File: src/rtl/braille_rotor_ctrl.sv
// Turns one accepted Braille cell into parallel step/dir pulse trains for the rotors of one display cell.
// Optional: define BRAILLE8_EN to add a fourth rotor that presents dots 7/8.
module braille_rotor_ctrl #(
    parameter int STEPS_PER_FACE = 50,
    parameter int STEP_DIV       = 4,
    parameter int SETTLE_CYC     = 8,
`ifdef BRAILLE8_EN
    localparam int NR            = 4
`else
    localparam int NR            = 3
`endif
) (
    input  logic            clk,
    input  logic            reset,
    input  logic            cell_valid,
    output logic            cell_ready,
    input  logic [7:0]      cell_data,
    output logic [NR-1:0]   step,
    output logic [NR-1:0]   dir,
    output logic            busy,
    output logic            done,
    output logic [2*NR-1:0] pos
);
    localparam int RW = $clog2(2*STEPS_PER_FACE+1);
    localparam int DW = $clog2(STEP_DIV);
    localparam int SW = (SETTLE_CYC > 1) ? $clog2(SETTLE_CYC) : 1;
    localparam logic [RW-1:0] ONE_FACE = RW'(STEPS_PER_FACE);
    localparam logic [RW-1:0] TWO_FACE = RW'(2*STEPS_PER_FACE);

    typedef enum logic [2:0] {S_IDLE, S_LOAD, S_MOVE, S_SETTLE, S_DONE} state_t;

    state_t          r_state;
    logic [7:0]      r_data;
    logic [RW-1:0]   r_rem [NR];
    logic [DW-1:0]   r_div;
    logic [SW-1:0]   r_settle;
    logic [NR-1:0]   r_step;
    logic [NR-1:0]   r_dir;
    logic [2*NR-1:0] r_pos;
    logic            r_ready;
    logic            r_busy;
    logic            r_done;

    logic [2*NR-1:0] w_target;
    logic [RW-1:0]   w_steps [NR];
    logic [NR-1:0]   w_dir;
    logic [1:0]      w_delta;
    logic            w_any_move;
    logic            w_last_tick;
    logic            w_tick;

    // Face index is {right dot, left dot}; the shortest way round is chosen from the modular distance.
    always_comb begin
        // NOTE: every always_comb output gets a default first so no path can infer a latch.
        w_target    = '0;
        w_steps     = '{default: '0};
        w_dir       = '0;
        w_delta     = '0;
        w_any_move  = 1'b0;
        w_last_tick = 1'b1;
        for (int r = 0; r < NR; r++) begin
            if (r == 3) w_target[2*r +: 2] = r_data[7:6];
            else        w_target[2*r +: 2] = {r_data[r+3], r_data[r]};
            w_delta    = w_target[2*r +: 2] - r_pos[2*r +: 2];
            w_steps[r] = (w_delta == 2'd2) ? TWO_FACE :
                         (w_delta == 2'd0) ? '0 : ONE_FACE;
            w_dir[r]   = (w_delta == 2'd1) || (w_delta == 2'd2);
            if (w_delta != 2'd0)      w_any_move  = 1'b1;
            if (r_rem[r] > RW'(1))    w_last_tick = 1'b0;
        end
    end

    assign w_tick = (r_div == DW'(STEP_DIV-1));

    // NOTE: all state updates use non-blocking assignments so every register samples pre-edge values.
    always_ff @(posedge clk or posedge reset) begin
        if (reset) begin
            r_state  <= S_IDLE;
            r_data   <= '0;
            r_div    <= '0;
            r_settle <= '0;
            r_step   <= '0;
            r_dir    <= '0;
            r_pos    <= '0;
            r_ready  <= 1'b1;
            r_busy   <= 1'b0;
            r_done   <= 1'b0;
            // NOTE: the step counters are a handful of flops, not a RAM, so resetting them is cheap and safe.
            for (int r = 0; r < NR; r++) r_rem[r] <= '0;
        end else begin
            r_step <= '0;
            r_done <= 1'b0;
            case (r_state)
                S_IDLE: begin
                    if (cell_valid) begin
                        r_data  <= cell_data;
                        r_state <= S_LOAD;
                        r_ready <= 1'b0;
                        r_busy  <= 1'b1;
                    end
                end
                S_LOAD: begin
                    r_div <= '0;
                    r_dir <= w_dir;
                    for (int r = 0; r < NR; r++) r_rem[r] <= w_steps[r];
                    if (w_any_move) begin
                        r_state <= S_MOVE;
                    end else begin
                        r_state <= S_DONE;
                        r_busy  <= 1'b0;
                        r_done  <= 1'b1;
                    end
                end
                S_MOVE: begin
                    if (w_tick) begin
                        r_div <= '0;
                        for (int r = 0; r < NR; r++) begin
                            if (r_rem[r] != '0) begin
                                r_step[r] <= 1'b1;
                                r_rem[r]  <= r_rem[r] - RW'(1);
                                if (r_rem[r] == RW'(1)) r_pos[2*r +: 2] <= w_target[2*r +: 2];
                            end
                        end
                        if (w_last_tick) begin
                            r_state  <= S_SETTLE;
                            r_settle <= '0;
                        end
                    end else begin
                        r_div <= r_div + DW'(1);
                    end
                end
                S_SETTLE: begin
                    if (r_settle == SW'(SETTLE_CYC-1)) begin
                        r_state <= S_DONE;
                        r_busy  <= 1'b0;
                        r_done  <= 1'b1;
                    end else begin
                        r_settle <= r_settle + SW'(1);
                    end
                end
                S_DONE: begin
                    r_state <= S_IDLE;
                    r_ready <= 1'b1;
                end
                default: begin
                    r_state <= S_IDLE;
                    r_ready <= 1'b1;
                    r_busy  <= 1'b0;
                end
            endcase
        end
    end

    assign cell_ready = r_ready;
    assign step       = r_step;
    assign dir        = r_dir;
    assign busy       = r_busy;
    assign done       = r_done;
    assign pos        = r_pos;

endmodule

File: config.mk
export PLATFORM = sky130hd
export DESIGN_NAME = braille_rotor_ctrl
export DESIGN_NICKNAME = d
export VERILOG_FILES = /design/src/rtl/braille_rotor_ctrl.sv
export SDC_FILE = /design/constraint.sdc
export NUM_CORES = 1
export LEC_CHECK = 0
export ABC_CLOCK_PERIOD_IN_PS = 2100
export BUFFER_PORTS_ARGS = -buffer_cell sky130_fd_sc_hd__buf_2
export CORE_ASPECT_RATIO = 0.8
export CORE_MARGIN = 4
export CORE_UTILIZATION = 45
export CTS_CLUSTER_DIAMETER = 80
export DETAILED_ROUTE_END_ITERATION = 8
export PLACE_DENSITY_LB_ADDON = 0.25
export SYNTH_ARGS = -nofsm -noshare
export SYNTH_HDL_FRONTEND = slang
export SYNTH_SLANG_ARGS = --single-unit
export TNS_END_PERCENT = 50
File: constraint.sdc
create_clock -name clk -period 2.1 [get_ports clk]
set_input_delay 0.21 -clock clk [delete_from_list [all_inputs] [get_ports clk]]
set_output_delay 0.21 -clock clk [all_outputs]
set_load 0.01 [all_outputs]
==> flow_metrics.tcl <==
set metrics [dict create \
    synth_area_leaders "dfrtp_1 (43%), ha_1 (9.3%), mux2_2 (6.8%)" \
    drc_errors 0 \
    final_antenna_net_count 0 \
    powerDensity_nw_per_um2 1490 \
    drt-vias-per-instance 5.42 \
    core_area_um2 6010 \
    vias 2178 \
    min_period_ns 2.03 \
    area_growth_pct 18.9 \
    grt_pass1_vias 2162 \
    syn_inst 275 \
    synth-edff-count 0 \
    tightest_slew_ns 0.558 \
    ys_types 51 \
    yosys.area_share.simple 0.162 \
    setup_slack_ns 0.0703 \
    relSlewSlack 0.627 \
    fp.dieW_um 96.7 \
    crit_arrival_ns 2.28 \
    insertion_delay_ns 0.31 \
    syn_area_um2 2840 \
    antenna_found_initial 0 \
    initial_core_util 0.472 \
    clock_skew_ns 0.0150 \
    cts_buffers 5 \
    routedWlPerCell_um 15.1 \
    rows 25 \
    grt_max_degree 27 \
    cap_violations 0 \
    cts.sinks 50 \
    clockBufferDepth 2 \
    crit_type "flip-flop to flip-flop" \
    yosysTopAreaCellShare 0.432 \
    syn_area_per_cell_um2 10.3 \
    synth_area_leader_cell "dfrtp_1" \
    status "finished clean" \
    first_iter_violations 88 \
    min_period_over_period 0.967 \
    die-area_um2 7640 \
    synth_xor_area_frac 0.0216 \
    grt_pass1_wl_um 10400 \
    dr.pass1.iters 4 \
    grt_use_total 0.167 \
    fmax_mhz 493 \
    cp_max_fo 3 \
    h-tree-depth 2 \
    synth_top_family_by_area "simple AND/OR/NAND/NOR gates" \
    n_antenna_cell 0 \
    hold_path.class "input port to flip-flop" \
    tritoncts "done" \
    ys_seq_area_frac 0.442 \
    setup_violations 0 \
    synth_mux_area_frac 0.0746 \
    synthArstFlopShare 1.00 \
    peakVddDrop_mv 0.558 \
    layout-drive-gt1-share 0.287 \
    ys.flop_type "dfrtp_1" \
    ys_ff_latch 50 \
    ios 26 \
    overflow 0 \
    hpwlAfterDp_um 4320 \
    wl_um 6080 \
    syn-num-nets 307 \
    die_h_um 79.0 \
    crit_required_ns 2.35 \
    synthAdderAreaFrac 0.0927 \
    endpoint_kind "flip-flop" \
    path_clk_slew_ns 0.10 \
    synth_compound_area_frac 0.157 \
    detailedPlace.worstSlack_ns 0.0647 \
    totalNegativeSetupSlack_ns 0 \
    hold_viol 0 \
    cp-start-kind "flip-flop" \
    io_buffer_count 23 \
    drv_slew 0 \
    p_leak_nw 1.59 \
    cts_root_buffer "clkbuf_8" \
    place.gp.congestion 0.854 \
    fin_nets 352 \
    ys_warn_count 0 \
]
[report_power, final]
part / internal [mW] / switching [mW]
sequential: 1.33 / 0.336
clock: 0.478 / 0.345
combinational: 1.18 / 1.34
total: 2.99 / 2.02
[cells in the final DEF, fill, tap and decap left out, types with 4 or more instances in the layout]
cell	count
o21ai_0	18
nor2_1	16
nand3_1	5
dfrtp_1	49
clkbuf_8	5
nor3_1	9
nand2_1	25
ha_1	18
buf_2	23
mux2_2	17
a22o_1	4
inv_1	20
a21oi_1	10
o22ai_1	8
a31oi_1	4
nor3b_1	6
buf_4	21
xor2_1	4
[area by class of cell]
cell class / instances / area (µm²)
tap: 81 / 101
fill: 546 / 2640
timing repair buffer: 47 / 323
inverter: 21 / 78.8
clock inverter: 3 / 68.8
multi-input combinational: 195 / 1480
sequential: 50 / 1250
clock buffer: 5 / 68.8
[cell families (layout without fill, tap and decap cells)]
logic type,count (synthesis),count (layout)
compound gates,64,64
flops,50,50
buf+inv,30,76
mux,19,19
simple gates,84,84
fa+ha+maj,21,21
xor+xnor,7,7
[flip-flops by register name, summed over array words and instances, names as in the netlist]
name        count
busy            1
cell_ready      1
dir             3
done            1
pos             6
r_data          6
r_div           2
r_rem          21
r_settle        3
r_state         3
step            3
[Yosys cell counts (all sizes together) (2+ instances only)]
cell type,count
inv,21
o2bb2ai,3
o22ai,8
nor4,5
mux2i,2
xor2,4
a221o,2
clkbuf,3
nor3b,6
nand2b,2
xnor2,3
nand3,5
or3,4
nand2,25
a21oi,10
nor2,16
mux2,17
a31o,2
dfrtp,49
ha,21
or2,3
o21bai,2
a31oi,7
nor3,9
buf,6
a22o,7
o21ai,18
[per-layer routing]
layer / global-route usage / vias to the layer above / routed length [µm]
li1: - / 1076 / -
met1: 0.238 / 1048 / 2940
met2: 0.261 / 52 / 2820
met3: 0.0316 / 2 / 277
met4: 0.0463 / 0 / 33
met5: 0 / - / 0
[through the flow]
stage           util  std cells  power [mW]  area [µm²]  hold WS (ns)
2_1_floorplan      -        275        3.41        2840         0.362
3_3_place_gp   0.527        390        4.02        3160         0.296
3_5_place_dp   0.527        390        4.09        3160         0.304
4_1_cts        0.551        399        4.94        3310         0.122
5_1_grt        0.561        402        5.44        3370         0.117
6_report       0.561        402        5.01        3370         0.128
[path summary, 6_finish.rpt]
kind                       cells past startpoint    endpoint         start  slack, ns
hold / removal                                 2   r_data[1]  cell_data[1]       0.13
max in group asynchronous                      4      pos[0]         reset       1.08
setup / recovery                               8    r_rem[1]        pos[4]       0.07
setup reg to reg                               8    r_rem[1]        pos[4]       0.07
hold reg to reg                                2  cell_ready    cell_ready       0.49
min in group asynchronous                      3   r_rem[10]         reset       0.48
[timing repair]
action,4_1_cts,5_1_grt
endpoints found under the setup margin,0,4
hold buffers,1,0
hold endpoints to repair,23,0
buffers inserted,0,3
resized for setup,0,7
[critical path, stage by stage (launching register included)]
cell and delay (ns):
dfrtp_1 0.41, ha_2 0.19, xnor2_2 0.16, xor2_1 0.25, inv_1 0.11, ha_4 0.18, or3_4 0.38, o21ai_0 0.11
mux2_2 0.18
(Power assumes the default switching activity.)
